[src/rtl/puf_resp_vote.sv]
// Arbiter-PUF response acquisition: each response bit is evaluated VOTE_N times,
// majority-voted, and bits whose votes disagree are counted as unstable.
module puf_resp_vote #(
  parameter int RESP_W     = 32,
  parameter int VOTE_N     = 7,
  parameter int SETTLE_CYC = 4
) (
  input  logic                       clk,
  input  logic                       rst_n,
  input  logic                       start,
  output logic                       launch,
  output logic [$clog2(RESP_W)-1:0]  chal_sel,
  input  logic                       arb_bit,
  output logic                       busy,
  output logic                       resp_valid,
  input  logic                       resp_ready,
  output logic [RESP_W-1:0]          resp_data,
  output logic [$clog2(RESP_W+1)-1:0] unstable_cnt
);

  localparam int CW = $clog2(RESP_W);
  localparam int VW = $clog2(VOTE_N + 1);
  localparam int UW = $clog2(RESP_W + 1);
  localparam int SW = (SETTLE_CYC > 1) ? $clog2(SETTLE_CYC) : 1;

  localparam logic [CW-1:0] CHAL_LAST   = CW'(RESP_W - 1);
  localparam logic [VW-1:0] VOTE_ALL    = VW'(VOTE_N);
  localparam logic [VW-1:0] VOTE_MAJ    = VW'(VOTE_N / 2);
  localparam logic [SW-1:0] SETTLE_LAST = SW'(SETTLE_CYC - 1);

  typedef enum logic [2:0] {
    IDLE,
    LAUNCH,
    SETTLE,
    SAMPLE,
    DONE
  } state_e;

  state_e            state_q;
  logic              launch_q;
  logic              busy_q;
  logic              resp_valid_q;
  logic [CW-1:0]     chal_sel_q;
  logic [RESP_W-1:0] resp_data_q;
  logic [UW-1:0]     unstable_cnt_q;
  logic [VW-1:0]     vote_cnt_q;
  logic [VW-1:0]     ones_cnt_q;
  logic [SW-1:0]     settle_cnt_q;

  // Vote tallies including the arbiter decision captured on this edge.
  logic [VW-1:0]     ones_d;
  logic [VW-1:0]     vote_d;

  always_comb begin
    ones_d = ones_cnt_q + VW'(arb_bit);
    vote_d = vote_cnt_q + VW'(1);
  end

  // NOTE: every state register, including the response word, is cleared by the
  // asynchronous reset so a partial acquisition never leaks into the next one.
  always_ff @(posedge clk or negedge rst_n) begin
    if (!rst_n) begin
      state_q        <= IDLE;
      launch_q       <= 1'b0;
      busy_q         <= 1'b0;
      resp_valid_q   <= 1'b0;
      chal_sel_q     <= '0;
      resp_data_q    <= '0;
      unstable_cnt_q <= '0;
      vote_cnt_q     <= '0;
      ones_cnt_q     <= '0;
      settle_cnt_q   <= '0;
    end else begin
      case (state_q)
        IDLE: begin
          if (start) begin
            resp_data_q    <= '0;
            unstable_cnt_q <= '0;
            chal_sel_q     <= '0;
            vote_cnt_q     <= '0;
            ones_cnt_q     <= '0;
            launch_q       <= 1'b1;
            busy_q         <= 1'b1;
            state_q        <= LAUNCH;
          end
        end
        LAUNCH: begin
          launch_q     <= 1'b0;
          settle_cnt_q <= '0;
          state_q      <= SETTLE;
        end
        SETTLE: begin
          if (settle_cnt_q == SETTLE_LAST) begin
            state_q <= SAMPLE;
          end else begin
            settle_cnt_q <= settle_cnt_q + SW'(1);
          end
        end
        SAMPLE: begin
          if (vote_d == VOTE_ALL) begin
            resp_data_q[chal_sel_q] <= (ones_d > VOTE_MAJ);
            if (ones_d != '0 && ones_d != VOTE_ALL) begin
              unstable_cnt_q <= unstable_cnt_q + UW'(1);
            end
            vote_cnt_q <= '0;
            ones_cnt_q <= '0;
            if (chal_sel_q == CHAL_LAST) begin
              resp_valid_q <= 1'b1;
              state_q      <= DONE;
            end else begin
              chal_sel_q <= chal_sel_q + CW'(1);
              launch_q   <= 1'b1;
              state_q    <= LAUNCH;
            end
          end else begin
            vote_cnt_q <= vote_d;
            ones_cnt_q <= ones_d;
            launch_q   <= 1'b1;
            state_q    <= LAUNCH;
          end
        end
        DONE: begin
          if (resp_ready) begin
            resp_valid_q <= 1'b0;
            busy_q       <= 1'b0;
            state_q      <= IDLE;
          end
        end
        default: begin
          launch_q     <= 1'b0;
          busy_q       <= 1'b0;
          resp_valid_q <= 1'b0;
          state_q      <= IDLE;
        end
      endcase
    end
  end

  assign launch       = launch_q;
  assign busy         = busy_q;
  assign resp_valid   = resp_valid_q;
  assign chal_sel     = chal_sel_q;
  assign resp_data    = resp_data_q;
  assign unstable_cnt = unstable_cnt_q;

endmodule

[config.mk]
export PLATFORM = sky130hd
export DESIGN_NAME = puf_resp_vote
export DESIGN_NICKNAME = d
export VERILOG_FILES = /design/src/rtl/puf_resp_vote.sv
export SDC_FILE = /design/constraint.sdc
export NUM_CORES = 1
export LEC_CHECK = 0
export ABC_AREA = 1
export CAP_MARGIN = 5
export CORE_ASPECT_RATIO = 0.5
export CORE_MARGIN = 2
export CORE_UTILIZATION = 35
export DETAILED_ROUTE_END_ITERATION = 6
export GPL_ROUTABILITY_DRIVEN = 0
export PLACE_DENSITY = 0.55
export SYNTH_ARGS = -nofsm -noshare
export SYNTH_HDL_FRONTEND = slang
export SYNTH_SLANG_ARGS = --single-unit
[constraint.sdc]
create_clock -name clk -period 2.05 [get_ports clk]
set_input_delay 0.41 -clock clk [delete_from_list [all_inputs] [get_ports clk]]
set_output_delay 0.41 -clock clk [all_outputs]
set_load 0.01 [all_outputs]
Word-level counts from Yosys, hierarchy flattened
Cells that the tools add are included.
Widths: inputs -> output; s select.

word-level totals
  flip-flop bits (word level) = 57
  bits of input ports = 5
  logic and storage cells = 92

cells by class
  add/subtract/negate cells = 5
  magnitude comparators = 3
  equal/unequal tests = 17
  mux-type cells = 36
  bitwise gates (word level) = 3
  reductions and logical operators = 18

operators by type and width
  cell                 number
  $mux 32              2
  $pmux 32 s2          1
  $bwmux 32            1
  $mux 3               8
  $mux 6               3
  $ne 2x2->1 const B   8
  $mux 5               3
  $pmux 3 s5           1
  $pmux 3 s2           2
  $pmux 6 s2           1
  $reduce_and 3->1     4
  $reduce_and 4->1     3
  $pmux 5 s2           1
  $pmux 1 s3           3
  $mux 1               7
  $add 6x1->6 const B  1
  $eq 3x2->1 const B   2
  $eq 3x3->1 const B   2
  $lt 5x6->1 const B   1
  $ne 3x3->1 const B   2
  $reduce_or 3->1      2
  $add 5x1->5 const B  1
  $demux 1 s5          1
  $eq 5x5->1 const B   1
  other kinds (16)     21

Depth between registers and ports, before layout
Gate-level depths: netlist of run 1.

  depth in word-level cells = 7
  depth in mapped cells = 11
  gate-level depth less buffers = 10

Worst setup path before layout of run 1
No wires, ideal clock.

  kind = reg-to-reg
  start = register chal_sel_q[0] (netlist: chal_sel[0])
  end = register chal_sel_q[0] (netlist: chal_sel[0])
  setup time = 117 ps
  arrival time = 1,624 ps
  data required time = 1,933 ps
  path slack = 308 ps
  cell stages (with the launch flop) = 12
  path buffers = 1
  path through = dfrtp_1 -> ha_1 -> clkbuf_1 -> nand2_1 -> nor2_1 -> ha_1 -> inv_1 -> o21ai_1 -> nor2_4 -> inv_2 -> nand2_1 -> nand2_1

on the way
  word-level cells in the longest chain between the ends = 4
  elaborated cells between the ends (all ways) = 7
  classes of those cells = add/sub (1); eq/ne (2); mux (3); reduce/logical (1)

ends and longest elaborated chain
  item                    line  source
  start, declared         43    logic [CW-1:0] chal_sel_q;
  start signal, assigned  111   chal_sel_q <= chal_sel_q + CW'(1);
  $add 5x1->5             111
  $mux 5                  107   if (chal_sel_q == CHAL_LAST) begin
  $mux 5                  100   if (vote_d == VOTE_ALL) begin
  $pmux 5 s2              74    case (state_q)

Parallel ways exist; a longest one is shown, timed or not. The select of a mux whose other input is x is not followed.
A chain may end at the register's enable or synchronous reset.

Worst setup path after layout of run 1
  start = register chal_sel_q[2] (netlist: chal_sel[2])
  end = output chal_sel[2]

RTL lines
  item           line  source
  end, declared  12    output logic [$clog2(RESP_W)-1:0] chal_sel,

No word-level cell between the ends.

==> metrics.txt, run 1 <==
outcome completed; reg-to-reg endpoint chal_sel[4]$_DFFE_PN0P_; worst path arrival time 1.45 ns; warnings from Yosys 0; Final setup viols 0; Worst IR Drop VDD 0.000711 V; area share of the largest cell type after synthesis 0.453; max frequency between 500 and 600 MHz; Hold Crit Class primary input to asynchronous set/reset pin; RSZ-0062 raised after global routing no; all-layer global routing usage 0.168; FF-to-FF path depth 9; Starting Density 0.361; hpwl dp 4970 um; Post-Syn Area about 3200 um2; IO Port Bufs 50; CP Data Required Time roughly 1.6 ns; fin. max-slew vios 0; Fin. Hold Viols 0; Yosys top cell by area dfrtp_1; DRC viols 0; Post-synth top cells nand2_1, dfrtp_1, nand3_1; Mapped Nets 422; clock sink total 57; register area share after synthesis 0.453; Clock Skews 0.00928 ns; Synth area leaders dfrtp_1, nand2_1, nand3_1, o21ai_1, ha_1; max_slew headroom 0.692; Die X-Extent 138 um; design area about 4100 um2; clk root buf clkbuf_16; share of cells above drive strength 1 0.0954; CTS resizes 0; clk slew on worst S/H paths 0.05 ns; largest net degree at the start of global routing 35; Critical Path Max Stage Delay 0.60 ns; Post-CTS Setup Bufs 0; total power 6000 uW; part of the cycle the worst path needs 0.905; post-route minimum period 1.86 ns; CTS hold repair buffers 0; WL/cell approximately 13 um; Routed WL 7450 um; setup tns final 0 ns; number of max-cap violations 0; Setup crit end kind output pin; synthesized instance count 406; Rows 24; cts bufs inserted 9; Syn Area/Cell 7.76 um2; vias in the first global route 2694; # H-tree levels 3; Ports 51; cell family with most CP delay buffers and inverters; maximum buffer depth of the clock tree 2; critical path class register to output pin; number of diodes 0; PD cells about 1500 nW/um2; predominant post-synthesis flop cell dfrtp_1; most frequent cell after synthesis nand2_1; Skew-Pair Late Insertion Delay 0.33 ns; Nets 472; flop-to-flop setup slack 0.31 ns; via/cell ratio around 4.8; via count ~2800; Area Growth Syn to Fin 29.7%; Yosys cell types 31; DIE AREA approximately 9800 um2; Max FO, Critical Path 9; DRT antenna net count 0; number of synthesized flops with an enable pin 0; leakage power ~0.0017 uW; FILL cells 861; First-pass DRT Iterations 4; hold_ws 0.0387 ns; #FFs+latches synth between 50 and 60; origin of the critical flop-to-flop path vote_cnt_q[0]$_DFFE_PN0P_; initial DRC count 185; CTS tree done; startpoint types register; initial antenna violation count 0; slowest stage cell, crit path clkdlybuf4s50_1; asr flop ratio synth 1.00; core area 8740 um2; Chip Height 71.1 um; Congestion Overflow GR 0; global-route wire length before repair 13100 um; ordered list of cells on the worst path clkdlybuf4s50_1; final design utilization 0.468; Tightest Pin Transition 0.462 ns; crit path buf inv count 1; Placement Cell Area 3780 um2
## how the worst max path moves through the flow
| stage | start | end | slack [ns] | depth (start not counted) |
|---|---|---|---|---|
| global route | vote_cnt_q[0]$_DFFE_PN0P_ | chal_sel[4]$_DFFE_PN0P_ | 0.09 | 9 |
| floorplan | chal_sel[0]$_DFFE_PN0P_ | chal_sel[0]$_DFFE_PN0P_ | 0.31 | 11 |
| global placement | arb_bit | unstable_cnt[3]$_DFFE_PN0P_ | 0.02 | 10 |
| CTS | chal_sel[2]$_DFFE_PN0P_ | chal_sel[2] | 0.17 | 1 |
| detailed placement | arb_bit | unstable_cnt[5]$_DFFE_PN0P_ | -0.02 | 10 |
| finish | chal_sel[2]$_DFFE_PN0P_ | chal_sel[2] | 0.19 | 1 |
## kinds of logic (layout without fill, tap and decap cells)
group / Yosys count / in the layout / synth area share
AND/OR/NAND/NOR: 242 / 242 / 0.341
XOR/XNOR: 3 / 3 / 0.00834
buffers and inverters: 44 / 99 / 0.0703
adder cells (fa/ha/maj): 11 / 11 / 0.0437
AO/OA/AOI/OAI: 49 / 49 / 0.0842
flip-flops: 57 / 57 / 0.453
## stage by stage
stage                     std cells  setup slack (ns)
after detailed placement        562           -0.0238
after CTS                       578             0.171
after global routing            578            0.0865
after floorplan                 406             0.308
final                           578             0.194
after global placement          562            0.0205
## area by class of cell
| cell class | count | area [um2] | area share |
|---|---|---|---|
| well taps | 117 | 146 | 0.0358 |
| flip-flops and latches | 57 | 1430 | 0.349 |
| repair buffers | 58 | 606 | 0.148 |
| clock inverters | 2 | 35.0 | 0.00857 |
| multi-input cells | 305 | 1500 | 0.368 |
| inverters | 25 | 96.3 | 0.0236 |
| clock buffers | 14 | 274 | 0.0671 |
## placed cells by master (no fill, tap or decap), drive strengths merged
cell,count
buf,9
o22ai,1
clkdlybuf4s50,49
dfrtp,57
bufinv,1
inv,25
nand3,55
nand4,9
a21oi,2
o21ai,44
clkbuf,14
xor2,1
nor3,1
ha,11
a22o,1
xnor2,2
nand2,154
nor2,23
o32ai,1
clkinv,1
## per-layer routing
| layer | GRT usage | vias to the layer above | part of all wire |
|---|---|---|---|
| met3 | 0.0474 | 6 | 0.038 |
| met2 | 0.269 | 47 | 0.46 |
| li1 | - | 1431 | - |
| met1 | 0.224 | 1288 | 0.50 |
| met5 | 0 | - | 0 |
| met4 | 0.0510 | 0 | 0.0098 |
## power breakdown
group / switching (uW) / total [uW] / internal, uW
logic: 1490 / 2660 / 1170
registers: 293 / 1820 / 1520
clock network: 495 / 1530 / 1040
total: 2270 / 6000 / 3730
## state kept, by name, summed over array words and instances (netlist names)
register,cells
busy,1
chal_sel,5
launch,1
ones_cnt_q,3
resp_data,32
resp_valid,1
settle_cnt_q,2
state_q,3
unstable_cnt,6
vote_cnt_q,3
(Power assumes the default switching activity.)
==> run 2: changes to the inputs <==
--- a/config.mk
+++ b/config.mk
@@ -6,6 +6,7 @@
 export NUM_CORES = 1
 export LEC_CHECK = 0
 export ABC_AREA = 1
+export ABC_CLOCK_PERIOD_IN_PS = 2050
 export CAP_MARGIN = 5
 export CORE_ASPECT_RATIO = 0.5
 export CORE_MARGIN = 2
==> results of run 2 <==
Same layout as run 1: the final DEF is identical, and so are final timing and power.
==> run 3: changes to the inputs <==
--- a/config.mk
+++ b/config.mk
@@ -8,12 +8,13 @@
 export ABC_AREA = 1
 export ABC_CLOCK_PERIOD_IN_PS = 2050
 export CAP_MARGIN = 5
-export CORE_ASPECT_RATIO = 0.5
+export CORE_ASPECT_RATIO = 1.5
 export CORE_MARGIN = 2
 export CORE_UTILIZATION = 35
 export DETAILED_ROUTE_END_ITERATION = 6
 export GPL_ROUTABILITY_DRIVEN = 0
 export PLACE_DENSITY = 0.55
+export RECOVER_POWER = 50
 export SYNTH_ARGS = -nofsm -noshare
 export SYNTH_HDL_FRONTEND = slang
 export SYNTH_SLANG_ARGS = --single-unit
==> run 3 against run 2 <==
- clock power decreased by 5%
- non-clock buffer count shrank 2
- routed wire length rose by 4.9%
- largest cell class unchanged
- utilization decreased by 0.96 points
- setup slack lost 0.022 ns
- clock skew decreased by 0.0041 ns
- sequential share of layout area up 0.58 points
- via count increased by 3.9%
- die area shrank 0.31%
==> metrics.txt, run 3 (synthesis results as in run 1) <==
initial antenna violation count 0; Crit path depth 1; initial DRC count between 200 and 250; Skew-Pair Late Insertion Delay ~0.33 ns; critical path class register to output pin; Final setup viols 0; CTS tree done; fin. max-slew vios 0; RSZ-0062 raised after global routing no; all-layer global routing usage 0.176; share of cells above drive strength 1 0.0915; Max FO, Critical Path 9; Congestion Overflow GR 0; Fin. Hold Viols 0; ordered list of cells on the worst path clkdlybuf4s50_1; startpoint types register; vias in the first global route roughly 2800; FF-to-FF path depth 9; DIE AREA approximately 10000 um2; Starting Density 0.359; crit path buf inv count 1; max_slew headroom 0.0329; cts bufs inserted 9; origin of the critical flop-to-flop path state_q[2]$_DFFE_PN0P_; cell family with most CP delay buffers and inverters; WL/cell between 10 and 15 um; crit path launch chal_sel[2]$_DFFE_PN0P_; global-route wire length before repair 13200 um; hold_sp resp_data[3]$_DFFE_PN0P_; hpwl dp between 5000 and 6000 um; clock sink total 57; Ports roughly 50; PD cells 1450 nW/um2; slowest stage cell, crit path clkdlybuf4s50_1; CTS hold repair buffers 0; via/cell ratio 5.06; DRT antenna net count 0; clk root buf clkbuf_16; Nets 470; outcome completed; max frequency 533 MHz; DRC viols 0; core area 8780 um2; largest net degree at the start of global routing 58; Critical Path Max Stage Delay 0.60 ns; Clock Skews 0.00521 ns; Chip Height 120 um; worst path arrival time 1.47 ns; commonest non-fill, non-tap cell in the layout nand2_1; # H-tree levels 3; Post-CTS Setup Bufs 0; Worst IR Drop VDD 0.000671 V; First-pass DRT Iterations 4; hold_ws 0.480 ns; maximum buffer depth of the clock tree 2; number of max-cap violations 0; Die X-Extent roughly 80 um; Tightest Pin Transition roughly 1.5 ns; Routed WL 7820 um; CTS resizes 0; Rows 42; reg-to-reg endpoint chal_sel[4]$_DFFE_PN0P_; part of the cycle the worst path needs 0.916; via count 2881; leakage power ~0.0017 uW; IO Port Bufs 50; setup tns final 0 ns; Area Growth Syn to Fin 27.6%; Largest register FFs 32; Critical Path End chal_sel[2]; Setup crit end kind output pin; clk slew on worst S/H paths around 0.050 ns; number of diodes 0; most frequent cells in the layout nand2_1, dfrtp_1, nand3_1; final design utilization 0.458; Hold Crit Class register to register; CP Data Required Time 1.64 ns; flop-to-flop setup slack 0.26 ns; post-route minimum period 1.88 ns
[run 3: changes by cell type in the layout (fill, tap and decap cells not counted), sizes merged]
cell,before,now
buf,9,6
bufinv,1,0
clkdlybuf4s50,49,38
clkbuf,14,15
dlygate4sd3,0,11
clkinv,1,2
[run 3: layout make-up]
class | instances | area (um2)
Clock buffer | 14 | 284
Clock inverter | 2 | 10.0
Fill cell | 886 | 4760
Inverter | 25 | 96.3
Multi-Input combinational cell | 305 | 1500
Sequential cell | 57 | 1430
Tap cell | 110 | 138
Timing Repair Buffer | 56 | 563
[run 3: power by group]
| part | switching [uW] | internal, uW |
|---|---|---|
| Sequential | 294 | 1520 |
| Clock | 509 | 945 |
| Combinational | 1480 | 1090 |
| Total | 2280 | 3550 |
[run 3: layer usage]
layer	vias up	GRT usage	wire length, um
met4	0	0.0964	227
met3	16	0.0246	265
met2	63	0.300	3930
met1	1369	0.206	3390
met5	-	0	0
li1	1433	-	-
[run 3: how the worst min path moves through the flow]
stage                               end  depth (start not counted)
3_3_place_gp   resp_data[5]$_DFFE_PN0P_                          2
3_5_place_dp   resp_data[5]$_DFFE_PN0P_                          2
2_1_floorplan          busy$_DFFE_PN0P_                          0
6_report       resp_data[3]$_DFFE_PN0P_                          2
5_1_grt        resp_data[6]$_DFFE_PN0P_                          2
4_1_cts        resp_data[3]$_DFFE_PN0P_                          2
[run 3: metrics by stage]
| step | std cells | worst slack, ns | instance area (um2) | total power, uW |
|---|---|---|---|---|
| floorplan | 406 | 0.308 | 3150 | 3450 |
| finish | 569 | 0.173 | 4020 | 5830 |
| global route | 569 | 0.115 | 4020 | 6270 |
| global placement | 553 | 0.0191 | 3740 | 4430 |
| detailed placement | 553 | -0.0177 | 3740 | 4480 |
| CTS | 569 | 0.154 | 4040 | 5960 |
